--- src/rtl/interrupt_sequencer_pkg.sv ---
// Shared types and constants for the interrupt entry / RTI return sequencer.
package interrupt_sequencer_pkg;

  typedef enum logic [3:0] {
    StIdle,
    StDrain,
    StPushPcHi,
    StPushPcLo,
    StPushFlags,
    StVecLo,
    StVecHi,
    StWritePc,
    StPopFlags,
    StPopPcLo,
    StPopPcHi,
    StRetPc
  } seq_state_e;

  localparam int unsigned FlagWidthDefault  = 3;
  localparam int unsigned VectorAddrDefault = 0;

  // Stack word order: pushed PC_HI, PC_LO, FLAGS; popped in reverse.
  localparam seq_state_e PushFirst = StPushPcHi;
  localparam seq_state_e PopFirst  = StPopFlags;

  // Successor of a stack-access state once its word has been transferred.
  function automatic seq_state_e stack_next(seq_state_e st);
    seq_state_e nxt;
    case (st)
      StPushPcHi:  nxt = StPushPcLo;
      StPushPcLo:  nxt = StPushFlags;
      StPushFlags: nxt = StVecLo;
      StPopFlags:  nxt = StPopPcLo;
      StPopPcLo:   nxt = StPopPcHi;
      StPopPcHi:   nxt = StRetPc;
      default:     nxt = StIdle;
    endcase
    return nxt;
  endfunction

endpackage

--- src/rtl/interrupt_sequencer_drain_counter.sv ---
// Loadable down-counter with a zero flag; counts pipeline drain bubbles.
module interrupt_sequencer_drain_counter
  import interrupt_sequencer_pkg::*;
#(
  parameter int unsigned Width = 2
) (
  input  logic             clk,
  input  logic             reset,
  input  logic             load,
  input  logic [Width-1:0] load_value,
  input  logic             dec,
  output logic             zero
);

  logic [Width-1:0] count_q;

  // Load wins over decrement; decrement saturates at zero.
  always_ff @(posedge clk) begin
    if (reset) begin
      count_q <= '0;
    end else if (load) begin
      count_q <= load_value;
    end else if (dec && (count_q != '0)) begin
      count_q <= count_q - Width'(1);
    end
  end

  assign zero = (count_q == '0);

endmodule

--- src/rtl/interrupt_sequencer.sv ---
// Interrupt entry / RTI return sequencer: drains the pipeline, pushes PC and
// flags, fetches the handler vector, and reverses the stack on RTI.
module interrupt_sequencer
  import interrupt_sequencer_pkg::*;
#(
  parameter int unsigned PC_WIDTH     = 32,
  parameter int unsigned DATA_WIDTH   = 16,
  parameter int unsigned FLAG_WIDTH   = FlagWidthDefault,
  parameter int unsigned DRAIN_CYCLES = 3,
  parameter int unsigned VECTOR_ADDR  = VectorAddrDefault
) (
  input  logic                  clk,
  input  logic                  reset,
  input  logic                  interrupt_signal,
  input  logic                  rti_decoded,
  input  logic [PC_WIDTH-1:0]   pc_resume,
  input  logic [FLAG_WIDTH-1:0] flags_in,
  input  logic                  mem_ready,
  input  logic [DATA_WIDTH-1:0] mem_rdata,
  output logic                  fetch_stall,
  output logic                  flush_decode,
  output logic                  mem_push,
  output logic                  mem_pop,
  output logic                  mem_read,
  output logic [DATA_WIDTH-1:0] mem_addr,
  output logic [DATA_WIDTH-1:0] mem_wdata,
  output logic                  pc_write,
  output logic [PC_WIDTH-1:0]   pc_load_value,
  output logic                  flags_restore_en,
  output logic [FLAG_WIDTH-1:0] flags_restore,
  output logic                  in_isr,
  output logic                  busy
);

  localparam int unsigned CntWidth = $clog2(DRAIN_CYCLES + 1);

  seq_state_e            state_q;
  logic                  pending_q;
  logic                  in_isr_q;
  logic                  pop_first_q;
  logic [PC_WIDTH-1:0]   saved_pc_q;
  logic [FLAG_WIDTH-1:0] saved_flags_q;
  logic [FLAG_WIDTH-1:0] pop_flags_q;
  logic [DATA_WIDTH-1:0] vec_lo_q;
  logic [DATA_WIDTH-1:0] vec_hi_q;
  logic [DATA_WIDTH-1:0] pop_lo_q;
  logic [DATA_WIDTH-1:0] pop_hi_q;

  logic idle;
  logic rti_go;
  logic irq_go;
  logic drain_zero;

  // RTI has priority; an RTI outside a handler is ignored.
  assign idle   = (state_q == StIdle);
  assign rti_go = idle && rti_decoded && in_isr_q;
  assign irq_go = idle && pending_q && !in_isr_q && !rti_go;

  interrupt_sequencer_drain_counter #(
    .Width (CntWidth)
  ) u_drain_counter (
    .clk        (clk),
    .reset      (reset),
    .load       (irq_go),
    .load_value (CntWidth'(DRAIN_CYCLES - 1)),
    .dec        (state_q == StDrain),
    .zero       (drain_zero)
  );

  // Sequencer state, pending request, handler flag and captured words.
  always_ff @(posedge clk) begin
    if (reset) begin
      state_q       <= StIdle;
      pending_q     <= 1'b0;
      in_isr_q      <= 1'b0;
      pop_first_q   <= 1'b0;
      saved_pc_q    <= '0;
      saved_flags_q <= '0;
      vec_lo_q      <= '0;
      vec_hi_q      <= '0;
      pop_flags_q   <= '0;
      pop_lo_q      <= '0;
      pop_hi_q      <= '0;
    end else begin
      pop_first_q <= 1'b0;
      if (interrupt_signal) begin
        pending_q <= 1'b1;
      end
      unique case (state_q)
        StIdle: begin
          if (rti_go) begin
            state_q     <= PopFirst;
            pop_first_q <= 1'b1;
          end else if (irq_go) begin
            state_q       <= StDrain;
            saved_pc_q    <= pc_resume;
            saved_flags_q <= flags_in;
            // A request on the acceptance edge itself starts a new pending one.
            pending_q     <= interrupt_signal;
          end
        end
        StDrain: begin
          if (drain_zero) begin
            state_q <= PushFirst;
          end
        end
        StPushPcHi, StPushPcLo, StPushFlags: begin
          if (mem_ready) begin
            state_q <= stack_next(state_q);
          end
        end
        StVecLo: begin
          if (mem_ready) begin
            vec_lo_q <= mem_rdata;
            state_q  <= StVecHi;
          end
        end
        StVecHi: begin
          if (mem_ready) begin
            vec_hi_q <= mem_rdata;
            state_q  <= StWritePc;
          end
        end
        StWritePc: begin
          in_isr_q <= 1'b1;
          state_q  <= StIdle;
        end
        StPopFlags: begin
          if (mem_ready) begin
            pop_flags_q <= mem_rdata[FLAG_WIDTH-1:0];
            state_q     <= stack_next(state_q);
          end
        end
        StPopPcLo: begin
          if (mem_ready) begin
            pop_lo_q <= mem_rdata;
            state_q  <= stack_next(state_q);
          end
        end
        StPopPcHi: begin
          if (mem_ready) begin
            pop_hi_q <= mem_rdata;
            state_q  <= stack_next(state_q);
          end
        end
        StRetPc: begin
          in_isr_q <= 1'b0;
          state_q  <= StIdle;
        end
        default: state_q <= StIdle;
      endcase
    end
  end

  // Outputs decode only registered state, so they are stable for the whole cycle.
  always_comb begin
    fetch_stall      = !idle;
    busy             = !idle;
    in_isr           = in_isr_q;
    flush_decode     = 1'b0;
    mem_push         = 1'b0;
    mem_pop          = 1'b0;
    mem_read         = 1'b0;
    mem_addr         = '0;
    mem_wdata        = '0;
    pc_write         = 1'b0;
    pc_load_value    = '0;
    flags_restore_en = 1'b0;
    flags_restore    = '0;
    unique case (state_q)
      StDrain: flush_decode = 1'b1;
      StPushPcHi: begin
        mem_push  = 1'b1;
        mem_wdata = saved_pc_q[PC_WIDTH-1 -: DATA_WIDTH];
      end
      StPushPcLo: begin
        mem_push  = 1'b1;
        mem_wdata = saved_pc_q[DATA_WIDTH-1:0];
      end
      StPushFlags: begin
        mem_push  = 1'b1;
        mem_wdata = DATA_WIDTH'(saved_flags_q);
      end
      StVecLo: begin
        mem_read = 1'b1;
        mem_addr = DATA_WIDTH'(VECTOR_ADDR);
      end
      StVecHi: begin
        mem_read = 1'b1;
        mem_addr = DATA_WIDTH'(VECTOR_ADDR + 1);
      end
      StWritePc: begin
        flush_decode  = 1'b1;
        pc_write      = 1'b1;
        pc_load_value = PC_WIDTH'({vec_hi_q, vec_lo_q});
      end
      StPopFlags: begin
        mem_pop      = 1'b1;
        flush_decode = pop_first_q;
      end
      StPopPcLo, StPopPcHi: mem_pop = 1'b1;
      StRetPc: begin
        flush_decode     = 1'b1;
        pc_write         = 1'b1;
        pc_load_value    = PC_WIDTH'({pop_hi_q, pop_lo_q});
        flags_restore_en = 1'b1;
        flags_restore    = pop_flags_q;
      end
      default: ;
    endcase
  end

endmodule
--- config.mk ---
export PLATFORM = sky130hd
export DESIGN_NAME = interrupt_sequencer
export DESIGN_NICKNAME = d
export VERILOG_FILES = /design/src/rtl/interrupt_sequencer_pkg.sv /design/src/rtl/interrupt_sequencer_drain_counter.sv /design/src/rtl/interrupt_sequencer.sv
export SDC_FILE = /design/constraint.sdc
export NUM_CORES = 1
export LEC_CHECK = 0
export CAP_MARGIN = 20
export CORE_ASPECT_RATIO = 0.7
export CORE_MARGIN = 2
export CORE_UTILIZATION = 53
export CTS_CLUSTER_SIZE = 16
export DETAILED_ROUTE_END_ITERATION = 8
export PLACE_DENSITY = 0.86
export REMOVE_ABC_BUFFERS = 1
export SLEW_MARGIN = 20
export SYNTH_ARGS = -nofsm -noshare
export SYNTH_HDL_FRONTEND = slang
export SYNTH_SLANG_ARGS = --single-unit
--- constraint.sdc ---
create_clock -name clk -period 2.94 [get_ports clk]
set_clock_uncertainty 0.1 [all_clocks]
set_input_delay 0.588 -clock clk [delete_from_list [all_inputs] [get_ports clk]]
set_output_delay 0.588 -clock clk [all_outputs]
set_load 0.05 [all_outputs]
==> results.json, run 1 <==
{
  "end_kind": "output port",
  "cap_violations": 0,
  "numCtsBuffers": 9,
  "status": "finished clean",
  "worstSkewPairLatency_ns": 0.35,
  "synth_area_leaders": "dfxtp_1 (44%), nand2_1 (13%), a21oi_1 (8.1%)",
  "p_sw_w": 0.001217,
  "cts.sinks": 111,
  "coreArea_sq_um": 9144,
  "cp.arrival_ns": 2.14,
  "syn_area_per_cell_sq_um": 8.215,
  "min_period_over_period_pct": 96.14,
  "hpwl_mm": 9.811,
  "r2r_cells": 5,
  "use_met1_pct": 32.24,
  "yosysTopAreaCell": "dfxtp_1",
  "hold_class": "reg -> reg",
  "grt_busiest_layer": "met2",
  "cts-root-buf": "clkbuf_16",
  "fmaxAchievable_mhz": 353.8,
  "io_pins": 132,
  "synth.distinct_cells": 41,
  "tns_ns": 0,
  "seq_area_frac_synth_pct": 44.12,
  "drc_errors": 0,
  "drv_slew": 0,
  "timing.final.ws_setup_ns": 0.1134,
  "post_drt_wl_per_cell_um": 16.88,
  "swShare_pct": 31.88,
  "grt_max_degree": 51,
  "r2r_start": "state_q[2]",
  "synth_compound_area_share_pct": 22.34,
  "die_height_um": 85.56,
  "rsz0062_at_grt": "false",
  "wirelength_mm": 14.06,
  "vdd_drop_max_mv": 0.4100,
  "cp-start-kind": "register",
  "vias": 4707,
  "relSlewSlack_pct": 50.61,
  "use_met3_pct": 5.785,
  "p_clk_share_pct": 32.4,
  "p_per_area_nw_per_um2": 550.0,
  "seq_power_share_pct": 43.8,
  "std_cell_rows": 29,
  "routed_via_density": 5.651,
  "hold_viol_final": 0,
  "drtIter0Drc": 333,
  "yosys_warnings": 0,
  "grt_use_met2_pct": 50.39,
  "finalPower_w": 0.003818,
  "ant_nets": 0,
  "drtPass1Iterations": 4,
  "ys_ff_latch": 111,
  "drive_gt1_share_pct": 22.71,
  "synth_xor_area_share_pct": 0.1739,
  "syn_to_final_growth_pct": 37.86,
  "die_x_um": 120.5,
  "portBuffers": 116,
  "crit_start": "state_q[0]",
  "cp_common_cell": "nor2_1",
  "holdBufCountCts": 0,
  "path_cells": "nor2_1 > mux2i_1 > nor2_1 > clkdlybuf4s50_1",
  "synth-simple-area-share_pct": 23.53,
  "slowest_delay_ns": 0.81,
  "cts_tree": "built",
  "power.leakage_nw": 2.478,
  "place_congestion": 0.8414,
  "setup_viol": 0,
  "track_usage_pct": 27.59,
  "syn_area_sq_um": 5036,
  "grt_first_pass_wirelength_mm": 22.80,
  "worst_pin_slew_ns": 0.7408,
  "min_path_cells": 2,
  "netlist_instances": 613,
  "clk_path_buf_depth": 2,
  "hold_start": "vec_hi_q[5]",
  "synth_top_family_by_area": "simple AND/OR/NAND/NOR gates",
  "initial_core_util_pct": 55.08,
  "fin_nets": 761,
  "period_needed_ns": 2.827,
  "post-place-ws_ns": 0.3688,
  "p_int_w": 0.002601,
  "post-route-util_pct": 75.93,
  "critPathSlowestCell": "clkdlybuf4s50_1",
  "crit_type": "reg -> out",
  "synthAdderAreaFrac_pct": 0.2484,
  "overflow": 0,
  "antenna_found_initial": 0,
  "synth.area.mux_share_pct": 1.242,
  "path_max_fanout": 17,
  "required_ns": 2.25,
  "synth_top_area_share_pct": 44.12,
  "clk_pin_slew_ns": 0.07,
  "die_area_sq_um": 10310,
  "antenna_cells": 0,
  "p_comb_share_pct": 23.8,
  "grt_pass1_vias": 4747,
  "htree_num_levels": 3
}
[power by group through the flow]
stage | clock (W) | combinational (W) | sequential (W)
global route | 0.00131 | 0.000964 | 0.00168
detailed placement | 0 | 0.000898 | 0.00170
floorplan | 0 | 0.000548 | 0.00168
finish | 0.00124 | 0.000909 | 0.00167
CTS | 0.00126 | 0.000906 | 0.00167
global placement | 0 | 0.000864 | 0.00169
[final timing paths]
| check | slack, ns | endpoint |
|---|---|---|
| hold / removal | 0.36 | vec_hi_q[5] |
| setup / recovery | 0.11 | mem_push |
| setup reg to reg | 0.79 | vec_lo_q[8] |
| hold reg to reg | 0.36 | vec_hi_q[5] |
[flip-flops by register name, indices dropped and copies added (netlist names), 2 cells and up]
name,cells
saved_pc_q,32
state_q,4
vec_hi_q,16
saved_flags_q,3
pop_flags_q,3
pop_lo_q,16
vec_lo_q,16
pop_hi_q,16
u_drain_counter.count_q,2
[synth_stat cells (all sizes together)]
cell / n
nand3: 9
o32ai: 1
nand3b: 1
ha: 1
a22o: 45
a22oi: 3
a21oi: 111
nor2: 13
nor3b: 1
and2b: 1
o32a: 1
and2: 4
mux2: 2
nor4: 1
nand2b: 4
inv: 5
xnor2: 1
clkbuf: 18
a2111oi: 1
a311oi: 1
nor2b: 6
buf: 44
and3: 4
o21a: 1
mux2i: 4
nor3: 6
dfxtp: 111
conb: 1
or3: 2
nand2: 209
nand4: 1
[final cells by class]
| class | count | area (sq um) |
|---|---|---|
| Tap cell | 124 | 155.1 |
| Clock inverter | 6 | 67.56 |
| Multi-Input combinational cell | 449 | 2454 |
| Sequential cell | 111 | 2227 |
| Fill cell | 613 | 2201 |
| Inverter | 5 | 18.77 |
| Clock buffer | 10 | 239.0 |
| Timing Repair Buffer | 128 | 1782 |
[critical path: cells and delay by family, from the launching register on]
kind | cells | cell delay, ns
and+or+nand+nor | 2 | 0.41
muxes | 1 | 0.15
buffers and inverters | 1 | 0.81
DFF | 1 | 0.42
[cell usage in the layout (no fill, tap or decap), types with 5 or more instances in the layout]
cell | netlist | routed
a21oi_1 | 82 | 82
nand2_1 | 178 | 178
buf_12 | 3 | 54
clkdlybuf4s50_1 | 0 | 58
nand2_2 | 31 | 31
nand3_1 | 7 | 7
nor2_1 | 13 | 12
dfxtp_1 | 111 | 107
a21oi_2 | 29 | 29
a22o_1 | 45 | 45
clkbuf_16 | 0 | 9
nor2b_1 | 5 | 5
buf_4 | 21 | 16
conb_1 | 1 | 15
[through the flow]
step | instance area [sq um] | instances | hold WS (ns)
floorplan | 4691 | 565 | 0.3300
global placement | 6631 | 817 | 0.3413
detailed placement | 6631 | 817 | 0.3466
CTS | 6939 | 833 | 0.3568
global route | 6943 | 833 | 0.3772
finish | 6943 | 833 | 0.3587
[timing repair]
| item | 4_1_cts | 5_1_grt |
|---|---|---|
| setup endpoints to repair | 25 | 41 |
| buffers inserted | 0 | 0 |
| gates resized for setup | 1 | 3 |
[per-layer routing]
layer / wire (um) / vias up / part of all wire (%)
li1: - / 2214 / -
met1: 5686 / 2272 / 40
met2: 7315 / 197 / 52
met3: 798 / 24 / 5.7
met4: 257 / 0 / 1.8
met5: 0 / - / 0
[cell families (layout without fill, tap and decap cells)]
group | count (synthesis) | after routing
AO/OA/AOI/OAI | 164 | 164
XOR/XNOR | 1 | 1
adder cells (fa/ha/maj) | 1 | 1
buffers and inverters | 67 | 149
flip-flops | 111 | 111
multiplexers | 6 | 6
other | 1 | 15
AND/OR/NAND/NOR | 262 | 262
Note: power is estimated with default switching activity, not from simulation.
==> inputs of run 2 (changes only) <==
- RECOVER_POWER: unset -> 100
==> run 2 against run 1 <==
Against the previous run: global-route usage stayed put; core utilization is 6.5 points lower; combinational power is 6.6% lower; final cell count stayed put; die area stayed put; critical path depth stayed put; worst hold slack hardly changed; flip-flop and latch count stayed put; sequential power hardly changed; worst setup slack worse by 0.0021 ns; total power is 1.5% lower; critical path type unchanged; critical endpoint unchanged; largest cell class unchanged; largest power group unchanged; highest routed layer unchanged.
==> results.json, run 2 (same netlist as run 1, synthesis figures left out) <==
{
  "status": "finished clean",
  "cp.arrival_ns": 2.14,
  "post-place-ws_ns": 0.3688,
  "worst_pin_slew_ns": 1.190,
  "layoutNonFillerInstCount": 833,
  "coreArea_sq_um": 9144,
  "overflow": 0,
  "min_path_cells": 2,
  "fmaxAchievable_mhz": 353.5,
  "rsz0062_at_grt": "false",
  "hpwl_mm": 9.811,
  "r2r_cells": 5,
  "die_x_um": 120.5,
  "htree_num_levels": 3,
  "drtIter0Drc": 338,
  "initial_core_util_pct": 55.08,
  "grt_pass1_vias": 4747,
  "power.leakage_nw": 2.354,
  "antenna_cells": 0,
  "vdd_drop_max_mv": 0.4037,
  "timing.final.ws_setup_ns": 0.1113,
  "syn_to_final_growth_pct": 26.09,
  "track_usage_pct": 27.59,
  "grt_first_pass_wirelength_mm": 22.80,
  "cap_violations": 0,
  "relSlewSlack_pct": 20.46,
  "die_height_um": 85.56,
  "period_needed_ns": 2.829,
  "grt_max_degree": 51,
  "end_kind": "output port",
  "drc_errors": 0,
  "drive_gt1_share_pct": 18.34,
  "ant_nets": 0,
  "std_cell_rows": 29,
  "fin_nets": 761,
  "die_area_sq_um": 10310,
  "clk_pin_slew_ns": 0.07,
  "clk_path_buf_depth": 2,
  "antenna_found_initial": 0,
  "post_drt_wl_per_cell_um": 16.89,
  "vias": 4689,
  "io_pins": 132,
  "cts.sinks": 111,
  "setup_viol": 0,
  "cts_setup_buffers": 0,
  "required_ns": 2.25,
  "min_period_over_period_pct": 96.22,
  "portBuffers": 116,
  "layout_commonest_cell": "nand2_1",
  "mostFrequentLayoutCells": "nand2_1 (189), dfxtp_1 (107), a21oi_1 (93)",
  "dpl.cell_count": 817,
  "hold_class": "reg -> reg",
  "cts-root-buf": "clkbuf_16",
  "routed_via_density": 5.629,
  "cp-start-kind": "register",
  "wirelength_mm": 14.07,
  "finalPower_w": 0.003760,
  "largest_reg_flops": 32,
  "path_max_fanout": 17,
  "crit_type": "reg -> out",
  "top_register": "saved_pc_q",
  "cts_tree": "built",
  "place_congestion": 0.8414,
  "drv_slew": 0,
  "worstSkewPairLatency_ns": 0.35,
  "drtPass1Iterations": 5,
  "p_per_area_nw_per_um2": 592.2,
  "numCtsBuffers": 9,
  "hold_viol_final": 0
}
==> run 2: critical path, cell delays in order, from the launching register on <==
cell and delay [ns]:
dfxtp_2 0.43, nor2_1 0.30, mux2i_1 0.15, nor2_1 0.11, clkdlybuf4s50_1 0.81
==> run 2: final timing paths <==
| path | from | end | slack, ns |
|---|---|---|---|
| setup / recovery | state_q[0] | mem_push | 0.11 |
| hold / removal | vec_hi_q[5] | vec_hi_q[5] | 0.36 |
| setup reg to reg | state_q[3] | saved_pc_q[14] | 0.27 |
| hold reg to reg | vec_hi_q[5] | vec_hi_q[5] | 0.36 |
==> run 2: routing by layer <==
layer | wire [um] | part of all wire [%] | track usage [%]
met1 | 5823 | 41 | 32.24
met2 | 7312 | 52 | 50.39
met4 | 258 | 1.8 | 9.725
met3 | 673 | 4.8 | 5.785
met5 | 0 | 0 | 0
==> run 2: cell type report <==
cell class	instances	area, sq um
clock buffers	10	239.0
clock inverters	6	67.56
fillers	716	2794
multi-input cells	449	2381
repair buffers	128	1261
well taps	124	155.1
flip-flops and latches	111	2227
inverters	5	18.77
==> run 2: per-stage QoR <==
step	setup TNS [ns]	hold slack, ns	area [sq um]	util, %
floorplan	-10.55	0.3300	4691	-
finish	0	0.3588	6350	69.44
global route	0	0.3772	6350	69.44
global placement	0	0.3413	6631	72.52
CTS	0	0.3568	6939	75.89
detailed placement	0	0.3466	6631	72.52
==> run 2: power by group <==
part / total, W / switching (W) / internal [W]
Clock: 0.00124 / 0.000552 / 0.000687
Combinational: 0.000849 / 0.000560 / 0.000290
Sequential: 0.00167 / 0.0000883 / 0.00158
Total: 0.00376 / 0.00120 / 0.00256
==> run 2: what timing repair did <==
action,in CTS,in global routing
hold buffers,0,0
pin swaps,0,0
resized for setup,1,3
setup endpoints to repair,25,41
gates cloned,0,0
